$ cat src/rtl/vx_om_dcr_bank.sv
// OM DCR bank: per-context shadow/active output-merger state, drain-then-copy commit,
// and per-context in-flight batch accounting.

package vx_om_pkg;
    localparam int DCR_ADDR_BITS = 12;
    localparam int DCR_DATA_BITS = 32;

    localparam logic [DCR_ADDR_BITS-1:0] DCR_OM_CBUF_ADDR         = 12'h010;
    localparam logic [DCR_ADDR_BITS-1:0] DCR_OM_CBUF_PITCH        = 12'h011;
    localparam logic [DCR_ADDR_BITS-1:0] DCR_OM_CBUF_WRITEMASK    = 12'h012;
    localparam logic [DCR_ADDR_BITS-1:0] DCR_OM_ZBUF_ADDR         = 12'h013;
    localparam logic [DCR_ADDR_BITS-1:0] DCR_OM_ZBUF_PITCH        = 12'h014;
    localparam logic [DCR_ADDR_BITS-1:0] DCR_OM_DEPTH_FUNC        = 12'h015;
    localparam logic [DCR_ADDR_BITS-1:0] DCR_OM_DEPTH_WRITEMASK   = 12'h016;
    localparam logic [DCR_ADDR_BITS-1:0] DCR_OM_STENCIL_FUNC      = 12'h017;
    localparam logic [DCR_ADDR_BITS-1:0] DCR_OM_STENCIL_ZPASS     = 12'h018;
    localparam logic [DCR_ADDR_BITS-1:0] DCR_OM_STENCIL_ZFAIL     = 12'h019;
    localparam logic [DCR_ADDR_BITS-1:0] DCR_OM_STENCIL_FAIL      = 12'h01A;
    localparam logic [DCR_ADDR_BITS-1:0] DCR_OM_STENCIL_REF       = 12'h01B;
    localparam logic [DCR_ADDR_BITS-1:0] DCR_OM_STENCIL_MASK      = 12'h01C;
    localparam logic [DCR_ADDR_BITS-1:0] DCR_OM_STENCIL_WRITEMASK = 12'h01D;
    localparam logic [DCR_ADDR_BITS-1:0] DCR_OM_BLEND_MODE        = 12'h01E;
    localparam logic [DCR_ADDR_BITS-1:0] DCR_OM_BLEND_FUNC        = 12'h01F;
    localparam logic [DCR_ADDR_BITS-1:0] DCR_OM_BLEND_CONST       = 12'h020;
    localparam logic [DCR_ADDR_BITS-1:0] DCR_OM_LOGIC_OP          = 12'h021;

    localparam logic [2:0] OM_DEPTH_FUNC_ALWAYS = 3'd7;
    localparam logic [2:0] OM_STENCIL_OP_KEEP   = 3'd0;
    localparam logic [2:0] OM_BLEND_MODE_ADD    = 3'd0;
    localparam logic [3:0] OM_BLEND_FUNC_ZERO   = 4'd0;
    localparam logic [3:0] OM_BLEND_FUNC_ONE    = 4'd1;

    typedef struct packed {
        logic [31:0]      cbuf_addr;
        logic [31:0]      cbuf_pitch;
        logic [3:0]       cbuf_writemask;
        logic [31:0]      zbuf_addr;
        logic [31:0]      zbuf_pitch;
        logic             depth_enable;
        logic [2:0]       depth_func;
        logic             depth_writemask;
        logic [1:0]       stencil_enable;
        logic [1:0][2:0]  stencil_func;
        logic [1:0][2:0]  stencil_zpass;
        logic [1:0][2:0]  stencil_zfail;
        logic [1:0][2:0]  stencil_fail;
        logic [1:0][7:0]  stencil_ref;
        logic [1:0][7:0]  stencil_mask;
        logic [1:0][7:0]  stencil_writemask;
        logic             blend_enable;
        logic [2:0]       blend_mode_rgb;
        logic [2:0]       blend_mode_a;
        logic [3:0]       blend_src_rgb;
        logic [3:0]       blend_src_a;
        logic [3:0]       blend_dst_rgb;
        logic [3:0]       blend_dst_a;
        logic [31:0]      blend_const;
        logic [3:0]       logic_op;
    } om_dcrs_t;
endpackage

interface VX_dcr_bus_if;
    logic                                write_valid;
    logic [vx_om_pkg::DCR_ADDR_BITS-1:0] write_addr;
    logic [vx_om_pkg::DCR_DATA_BITS-1:0] write_data;

    modport master (output write_valid, output write_addr, output write_data);
    modport slave  (input  write_valid, input  write_addr, input  write_data);
endinterface

module vx_om_dcr_bank
    import vx_om_pkg::*;
#(
    parameter string INSTANCE_ID   = "",
    parameter int    NUM_CTX       = 2,
    parameter int    INFLIGHT_BITS = 6,
    localparam int   CTX_BITS      = (NUM_CTX > 1) ? $clog2(NUM_CTX) : 1
) (
    input  logic                clk,
    input  logic                reset_n,
    VX_dcr_bus_if.slave         dcr_bus_if,
    input  logic [CTX_BITS-1:0] write_ctx,
    input  logic                commit_valid,
    output logic                commit_ready,
    input  logic [CTX_BITS-1:0] commit_ctx,
    output logic                commit_done,
    input  logic                acq_valid,
    output logic                acq_ready,
    input  logic [CTX_BITS-1:0] acq_ctx,
    input  logic                rel_valid,
    input  logic [CTX_BITS-1:0] rel_ctx,
    input  logic [CTX_BITS-1:0] rd_ctx,
    output om_dcrs_t            om_dcrs,
    output logic                err_underflow
);

    localparam logic [INFLIGHT_BITS-1:0] CNT_MAX = '1;

    typedef enum logic [1:0] {
        ST_IDLE,
        ST_DRAIN,
        ST_COPY
    } state_e;

    if (INSTANCE_ID == "") begin : g_anon_instance
    end

    state_e                   state_q, state_d;
    logic [CTX_BITS-1:0]      cctx_q, cctx_d;
    logic                     err_q, err_d;
    om_dcrs_t                 shadow_q   [NUM_CTX];
    om_dcrs_t                 shadow_d   [NUM_CTX];
    om_dcrs_t                 active_q   [NUM_CTX];
    om_dcrs_t                 active_d   [NUM_CTX];
    logic [INFLIGHT_BITS-1:0] inflight_q [NUM_CTX];
    logic [INFLIGHT_BITS-1:0] inflight_d [NUM_CTX];

    logic [INFLIGHT_BITS-1:0] acq_cnt, rel_cnt, cctx_cnt;
    logic                     acq_hit, rel_hit;
    logic                     rel_take, rel_underflow;
    logic                     acq_full, acq_block, acq_fire;

    function automatic om_dcrs_t apply_write(
        input om_dcrs_t                 s,
        input logic [DCR_ADDR_BITS-1:0] addr,
        input logic [DCR_DATA_BITS-1:0] data
    );
        om_dcrs_t r;
        r = s;
        case (addr)
            DCR_OM_CBUF_ADDR:      r.cbuf_addr       = data;
            DCR_OM_CBUF_PITCH:     r.cbuf_pitch      = data;
            DCR_OM_CBUF_WRITEMASK: r.cbuf_writemask  = data[3:0];
            DCR_OM_ZBUF_ADDR:      r.zbuf_addr       = data;
            DCR_OM_ZBUF_PITCH:     r.zbuf_pitch      = data;
            DCR_OM_DEPTH_FUNC:     r.depth_func      = data[2:0];
            DCR_OM_DEPTH_WRITEMASK: r.depth_writemask = data[0];
            DCR_OM_STENCIL_FUNC: begin
                r.stencil_func[0] = data[2:0];
                r.stencil_func[1] = data[18:16];
            end
            DCR_OM_STENCIL_ZPASS: begin
                r.stencil_zpass[0] = data[2:0];
                r.stencil_zpass[1] = data[18:16];
            end
            DCR_OM_STENCIL_ZFAIL: begin
                r.stencil_zfail[0] = data[2:0];
                r.stencil_zfail[1] = data[18:16];
            end
            DCR_OM_STENCIL_FAIL: begin
                r.stencil_fail[0] = data[2:0];
                r.stencil_fail[1] = data[18:16];
            end
            DCR_OM_STENCIL_REF: begin
                r.stencil_ref[0] = data[7:0];
                r.stencil_ref[1] = data[23:16];
            end
            DCR_OM_STENCIL_MASK: begin
                r.stencil_mask[0] = data[7:0];
                r.stencil_mask[1] = data[23:16];
            end
            DCR_OM_STENCIL_WRITEMASK: begin
                r.stencil_writemask[0] = data[7:0];
                r.stencil_writemask[1] = data[23:16];
            end
            DCR_OM_BLEND_MODE: begin
                r.blend_mode_rgb = data[2:0];
                r.blend_mode_a   = data[18:16];
            end
            DCR_OM_BLEND_FUNC: begin
                r.blend_src_rgb = data[3:0];
                r.blend_src_a   = data[11:8];
                r.blend_dst_rgb = data[19:16];
                r.blend_dst_a   = data[27:24];
            end
            DCR_OM_BLEND_CONST:    r.blend_const = data;
            DCR_OM_LOGIC_OP:       r.logic_op    = data[3:0];
            default: ;
        endcase
        return r;
    endfunction

    // Enables depend on several registers, so they are only meaningful once the whole
    // shadow is settled; they are derived here, at commit time, and never from a write.
    function automatic om_dcrs_t with_enables(input om_dcrs_t s);
        om_dcrs_t r;
        r = s;
        r.depth_enable = ~((s.depth_func == OM_DEPTH_FUNC_ALWAYS) & ~s.depth_writemask);
        for (int f = 0; f < 2; f++) begin
            r.stencil_enable[f] = ~((s.stencil_func[f]  == OM_DEPTH_FUNC_ALWAYS)
                                  & (s.stencil_zpass[f] == OM_STENCIL_OP_KEEP)
                                  & (s.stencil_zfail[f] == OM_STENCIL_OP_KEEP));
        end
        r.blend_enable = ~((s.blend_mode_rgb == OM_BLEND_MODE_ADD)
                         & (s.blend_mode_a   == OM_BLEND_MODE_ADD)
                         & (s.blend_src_rgb  == OM_BLEND_FUNC_ONE)
                         & (s.blend_src_a    == OM_BLEND_FUNC_ONE)
                         & (s.blend_dst_rgb  == OM_BLEND_FUNC_ZERO)
                         & (s.blend_dst_a    == OM_BLEND_FUNC_ZERO));
        return r;
    endfunction

    // Context lookups; an index with no matching context reads as zero / not present.
    always_comb begin
        acq_cnt  = '0;
        rel_cnt  = '0;
        cctx_cnt = '0;
        acq_hit  = 1'b0;
        rel_hit  = 1'b0;
        om_dcrs  = '0;
        for (int c = 0; c < NUM_CTX; c++) begin
            if (acq_ctx == CTX_BITS'(c)) begin
                acq_cnt = inflight_q[c];
                acq_hit = 1'b1;
            end
            if (rel_ctx == CTX_BITS'(c)) begin
                rel_cnt = inflight_q[c];
                rel_hit = 1'b1;
            end
            if (cctx_q == CTX_BITS'(c)) begin
                cctx_cnt = inflight_q[c];
            end
            if (rd_ctx == CTX_BITS'(c)) begin
                om_dcrs = active_q[c];
            end
        end
    end

    // A full counter still accepts an acquire when the same context releases this cycle.
    always_comb begin
        rel_take      = rel_valid & rel_hit & (rel_cnt != '0);
        rel_underflow = rel_valid & rel_hit & (rel_cnt == '0);
        acq_full      = acq_hit & (acq_cnt == CNT_MAX) & ~(rel_take & (rel_ctx == acq_ctx));
        acq_block     = (state_q == ST_DRAIN) & (acq_ctx == cctx_q);
        acq_ready     = ~acq_full & ~acq_block;
        acq_fire      = acq_valid & acq_ready & acq_hit;
        commit_ready  = (state_q == ST_IDLE);
        commit_done   = (state_q == ST_COPY);
        err_underflow = err_q;
    end

    always_comb begin
        state_d    = state_q;
        cctx_d     = cctx_q;
        err_d      = err_q | rel_underflow;
        shadow_d   = shadow_q;
        active_d   = active_q;
        inflight_d = inflight_q;

        case (state_q)
            ST_IDLE: begin
                if (commit_valid) begin
                    cctx_d  = commit_ctx;
                    state_d = ST_DRAIN;
                end
            end
            ST_DRAIN: begin
                if (cctx_cnt == '0) begin
                    state_d = ST_COPY;
                end
            end
            ST_COPY:  state_d = ST_IDLE;
            default:  state_d = ST_IDLE;
        endcase

        // Active copies the registered shadow, so a write landing in the copy cycle
        // reaches only the shadow and waits for the next commit.
        for (int c = 0; c < NUM_CTX; c++) begin
            if ((state_q == ST_COPY) && (cctx_q == CTX_BITS'(c))) begin
                active_d[c] = with_enables(shadow_q[c]);
            end
            if (dcr_bus_if.write_valid && (write_ctx == CTX_BITS'(c))) begin
                shadow_d[c] = apply_write(shadow_q[c], dcr_bus_if.write_addr,
                                          dcr_bus_if.write_data);
            end
            case ({acq_fire & (acq_ctx == CTX_BITS'(c)), rel_take & (rel_ctx == CTX_BITS'(c))})
                2'b10:   inflight_d[c] = inflight_q[c] + INFLIGHT_BITS'(1);
                2'b01:   inflight_d[c] = inflight_q[c] - INFLIGHT_BITS'(1);
                default: ;
            endcase
        end
    end

    always_ff @(posedge clk or negedge reset_n) begin
        if (!reset_n) begin
            state_q <= ST_IDLE;
            cctx_q  <= '0;
            err_q   <= 1'b0;
            for (int c = 0; c < NUM_CTX; c++) begin
                shadow_q[c]   <= '0;
                active_q[c]   <= '0;
                inflight_q[c] <= '0;
            end
        end else begin
            state_q    <= state_d;
            cctx_q     <= cctx_d;
            err_q      <= err_d;
            shadow_q   <= shadow_d;
            active_q   <= active_d;
            inflight_q <= inflight_d;
        end
    end

endmodule
$ cat src/flat_wrapper.sv
// flat-port wrapper written by rule: the top's interface ports become plain ports
module vx_om_dcr_bank_flat import vx_om_pkg::*;
#(
    parameter string INSTANCE_ID   = "",
    parameter int    NUM_CTX       = 2,
    parameter int    INFLIGHT_BITS = 6,
    localparam int   CTX_BITS      = (NUM_CTX > 1) ? $clog2(NUM_CTX) : 1
)
  (clk, reset_n, write_ctx, commit_valid, commit_ready, commit_ctx, commit_done, acq_valid, acq_ready, acq_ctx, rel_valid, rel_ctx, rd_ctx, om_dcrs, err_underflow, dcr_bus_if_write_valid, dcr_bus_if_write_addr, dcr_bus_if_write_data);
  VX_dcr_bus_if dcr_bus_if_i ();
  input  logic clk;
  input  logic reset_n;
  input  logic [CTX_BITS-1:0] write_ctx;
  input  logic commit_valid;
  output logic commit_ready;
  input  logic [CTX_BITS-1:0] commit_ctx;
  output logic commit_done;
  input  logic acq_valid;
  output logic acq_ready;
  input  logic [CTX_BITS-1:0] acq_ctx;
  input  logic rel_valid;
  input  logic [CTX_BITS-1:0] rel_ctx;
  input  logic [CTX_BITS-1:0] rd_ctx;
  output om_dcrs_t om_dcrs;
  output logic err_underflow;
  input wire logic [$bits(dcr_bus_if_i.write_valid)-1:0] dcr_bus_if_write_valid;
  input wire logic [$bits(dcr_bus_if_i.write_addr)-1:0] dcr_bus_if_write_addr;
  input wire logic [$bits(dcr_bus_if_i.write_data)-1:0] dcr_bus_if_write_data;
  assign dcr_bus_if_i.write_valid = dcr_bus_if_write_valid;
  assign dcr_bus_if_i.write_addr = dcr_bus_if_write_addr;
  assign dcr_bus_if_i.write_data = dcr_bus_if_write_data;
  vx_om_dcr_bank #(.INSTANCE_ID(INSTANCE_ID), .NUM_CTX(NUM_CTX), .INFLIGHT_BITS(INFLIGHT_BITS)) u_core (.clk(clk), .reset_n(reset_n), .dcr_bus_if(dcr_bus_if_i), .write_ctx(write_ctx), .commit_valid(commit_valid), .commit_ready(commit_ready), .commit_ctx(commit_ctx), .commit_done(commit_done), .acq_valid(acq_valid), .acq_ready(acq_ready), .acq_ctx(acq_ctx), .rel_valid(rel_valid), .rel_ctx(rel_ctx), .rd_ctx(rd_ctx), .om_dcrs(om_dcrs), .err_underflow(err_underflow));
endmodule
$ cat config.mk
export PLATFORM = sky130hd
export DESIGN_NAME = vx_om_dcr_bank_flat
export DESIGN_NICKNAME = d
export VERILOG_FILES = /design/src/rtl/vx_om_dcr_bank.sv /design/src/flat_wrapper.sv
export SDC_FILE = /design/constraint.sdc
export NUM_CORES = 2
export LEC_CHECK = 0
export CAP_MARGIN = 20
export CORE_ASPECT_RATIO = 1.75
export CORE_UTILIZATION = 28
export CTS_CLUSTER_DIAMETER = 40
export DETAILED_ROUTE_END_ITERATION = 6
export SYNTH_ARGS = -nofsm -noshare
export SYNTH_HDL_FRONTEND = slang
export SYNTH_SLANG_ARGS = --single-unit
$ cat constraint.sdc
create_clock -name clk -period 6.55 [get_ports clk]
set_input_delay 1.31 -clock clk [delete_from_list [all_inputs] [get_ports clk]]
set_output_delay 1.31 -clock clk [all_outputs]
set_load 0.05 [all_outputs]
# Word level (Yosys, flattened, before mapping)
# Index checks and enable logic that the tools add are counted.
# totals
register_bits,1088
inputBits,55
out_inout_bits,274
word_cells,292
# classes
add_sub_neg,4
eq_ne,39
muxes,9
bitwise_logic,49
n_reduce_logical,64
# op_table
operator,n
270-bit two-way mux,1
12-bit by 5-bit == test with 1-bit output (second input constant),16
2-bit AND reduction,38
3-bit zero test,12
1-bit AND,31
12-bit by 6-bit == test with 1-bit output (second input constant),2
6-bit one-hot mux with 2 select lines,2
3-bit == test (second input constant),6
6-bit two-way mux,3
1-bit NOT,17
4-bit by 1-bit == test with 1-bit output (second input constant),4
4-bit zero test,4
6-bit by 1-bit adder with 6-bit output (second input constant),2
6-bit zero test,2
6-bit by 1-bit subtractor with 6-bit output (second input constant),2
2-bit by 1-bit == test with 1-bit output (second input constant),3
2-bit == test (second input constant),3
6-bit == test (second input constant),1
6-bit nonzero test,1
1-bit logical AND,4
2-bit two-way mux,2
2-bit != test (second input constant),2
2-bit one-hot mux with 2 select lines,1
2-bit nonzero test,2
3 further kinds,4

# Logic depth before layout (Yosys ltp)
# logic_depth
depth_word,12
ltp_mapped,11
mapped_depth_nobuf,11

# Worst setup path after synthesis
# Ideal clock, no wire load.
# synth_timing
kind,input-to-output
start,input rd_ctx
end,output om_dcrs[100] (netlist bit)
arrival_ns,2.658
required_time_ns,5.240
path_slack_ns,2.582
stages,4
path_buffers,3
cell_sequence,clkbuf_1 > clkbuf_1 > clkbuf_1 > mux2_2
# synth_rtl
element,line,source
from (decl),flat_wrapper.sv:23,input logic [CTX_BITS-1:0] rd_ctx;
to (decl),flat_wrapper.sv:24,output om_dcrs_t om_dcrs;

==> flow_summary.toml <==
[drt]
route.vias.total = 24500
viasPerCell = 4.61
ant_nets = 0
wl_um = 117000
drtIter0Drc = 1060
routedWlPerCell_um = 22.0
drt_pass1_iterations = 7
drc = 0

[hold_path]
hold_class = "flop to flop"
min_path_cells = 1
hold_start = "u_core.err_underflow"
hold_end = "u_core.err_underflow"

[logic_synthesis]
synth_top_area_frac = 0.612
ys_ff_latch = 1088
yosys-top-cells-count = "1,330 x mux2_2, 1,088 x dfrtp_1, 104 x clkbuf_1"
synth_ff_type = "dfrtp_1"
synth-simple-area-share = 0.0206
postSynth.asyncResetShare = 1.00
ys_types = 44
synth_top_family_by_area = "multiplexers"
synth_area_per_cell_um2 = 15.7
syn-num-nets = 2893
yosys.area.top_type = "dfrtp_1"
synth-xor-area-share = 0.00138
synth-compound-area-share = 0.00614
syn_area_mm2 = 0.0445
ys_warn_count = 0
synth_edf_count = 0
synth_most_common_cell = "mux2_2"
synthAdderAreaFrac = 0.00371
ys_seq_area_frac = 0.612
synth.mux.area_fraction = 0.338
synth.area.top_cells = "dfrtp_1 61%, mux2_2 34%, clkbuf_1 0.88%"
syn_inst = 2826

[finish]
multi_input_area_mm2 = 0.0165
final_area_mm2 = 0.0544
final_cells = 5318
n_fill_cell = 15400
drive_gt1_frac = 0.502
fin_nets = 3228
area_growth_pct = 22.4
regArea_mm2 = 0.0272

[power_and_ir_drop]
seq_power_share = 0.468
power-per-cell-area_mw_per_mm2 = 270
ir_drop_uv = 247
intPower_w = 0.0110
pwr-share-clk = 0.468
power_switching_w = 0.00366
leakage_nw = 26.6
switching_share = 0.249
pwr-share-comb = 0.063

[timing]
tns_ns = 0
min_period_ns = 4.83
grt_setup_unrepaired = "false"
finClkSkew_ns = 0.0261
hold_viol = 0
slew_violations = 0
hold_slack_ns = 0.457
fin_ws_ns = 1.72
final-setup-viol-count = 0
tightest_slew_ns = 1.09
timing.fmax_mhz = 207
period_share = 0.737
slew_headroom = 0.270

[global_route]
overflow = 0
grt_pass1_vias = 26600
antenna_found_initial = 9
grt_pass1_wl_um = 175000
track_usage = 0.146
grt_max_degree = 165

[clocking]
clkSinkCount = 1088
ctsHoldBuffers = 0
post-cts-setup-buffers = 0
cts.clk_slew.worst_paths_ns = 0.06
cts_buffer_depth = 3
numCtsBuffers = 120
cts-root-buf = "clkbuf_16"
htree_num_levels = 3
insertion_delay_ns = 0.71
cts_resized = 0
cts_tree = "done"

[floorplan]
dieArea_mm2 = 0.160
die_y_um = 529
initial_core_util = 0.282
core_area_mm2 = 0.158
die_w_um = 303
num_rows = 193
ios = 329

[worst_setup_path]
cp_max_fo = 73
r2r_start = "u_core.inflight_q[0]"
critPathKind = "input pin to primary output"
worst-r2r-cell-count = 10
rrSetupSlack_ns = 3.02
cp_slowest_cell = "clkdlybuf4s50_1"
critPathCaptureType = "primary output"
cp_slowest_stage_delay_ns = 0.71
cp_cell_sequence = "buf_8 > buf_12 > mux2_2 > clkdlybuf4s50_1"
cp-start-kind = "input pin"
r2r-end = "u_core.inflight_q[5]"
worstPathRequired_ns = 5.24
crit_arrival_ns = 3.52

[place]
dpl.hpwl_um = 73600
place_ws_ns = 1.70
globalplace.congestion = 0.737
portBuffers = 328
dpl_cell_area_mm2 = 0.0503
dp_cells = 5085

[job]
timing.max_cap.violations = 0

[run_status]
status = "finished, final reports clean"
[routing by layer]
layer | GRT usage | up-vias | part of all wire
li1 | - | 10800 | -
met1 | 0.189 | 13100 | 0.44
met2 | 0.243 | 503 | 0.49
met3 | 0.0290 | 154 | 0.048
met4 | 0.0482 | 0 | 0.027
met5 | 0 | - | 0
[sequential cells by signal, indices dropped and copies added, names as in the netlist]
signal and cells:
u_core.inflight_q 12, u_core.state_q 2, u_core.shadow_q 532, u_core.cctx_q 1, u_core.active_q 540, u_core.err_underflow 1
[through the flow]
stage,total power [W],utilization
after floorplan,0.00751,-
after global placement,0.00794,0.318
after detailed placement,0.00796,0.318
after CTS,0.0149,0.344
after global routing,0.0153,0.345
final,0.0147,0.345
[worst max-delay path by stage]
stage | start | endpoint | slack (ns) | cells past startpoint
4_1_cts | rd_ctx | om_dcrs[155] | 1.69 | 4
3_5_place_dp | rd_ctx | om_dcrs[155] | 1.70 | 4
6_report | rd_ctx | om_dcrs[249] | 1.72 | 4
2_1_floorplan | rd_ctx | om_dcrs[100] | 2.58 | 4
3_3_place_gp | rd_ctx | om_dcrs[155] | 1.68 | 4
5_1_grt | acq_ctx | acq_ready | 1.65 | 5
[power by group through the flow]
stage                     clock network, W  registers [W]  logic (W)
after global placement                   0        0.00701   0.000925
after CTS                          0.00711        0.00689   0.000951
after global routing               0.00737        0.00689    0.00103
after detailed placement                 0        0.00701   0.000949
final                              0.00689        0.00689   0.000929
after floorplan                          0        0.00699   0.000522
[placed cells by master (no fill, tap or decap), types with 8 or more instances in the layout]
cell / instances
diode_2: 10
buf_12: 12
inv_1: 8
o21ai_0: 17
clkbuf_8: 18
buf_4: 49
ha_1: 10
clkbuf_1: 20
clkinv_2: 10
clkbuf_16: 120
mux2_2: 1330
clkinvlp_4: 9
nor2b_1: 9
nor2_4: 8
dfrtp_1: 1088
clkinv_4: 9
nor4_1: 17
nand3_1: 13
nor2_1: 26
nand2_1: 22
clkdlybuf4s50_1: 319
inv_6: 12
a21oi_1: 8
[cell families after synthesis]
kind of cell | count (synthesis)
and+or+nand+nor | 152
adders and majority gates | 12
AOI/OAI and AO/OA | 44
muxes | 1335
DFF | 1088
xor gates and xnor gates | 7
buffers and inverters | 188
[worst max-delay path, delay by kind of cell]
family                 cells  cell delay (ns)
multiplexers               1             0.41
buffers and inverters      3             1.64
[layout make-up]
cell class	count	share of cell area
inverter	8	0.000552
multi-input combinational	1550	0.304
tap	2047	0.0470
sequential	1088	0.500
antenna	10	0.000460
timing repair buffer	393	0.0726
clock buffer	158	0.0611
clock inverter	64	0.0145
Note: power is estimated with default switching activity, not from simulation.
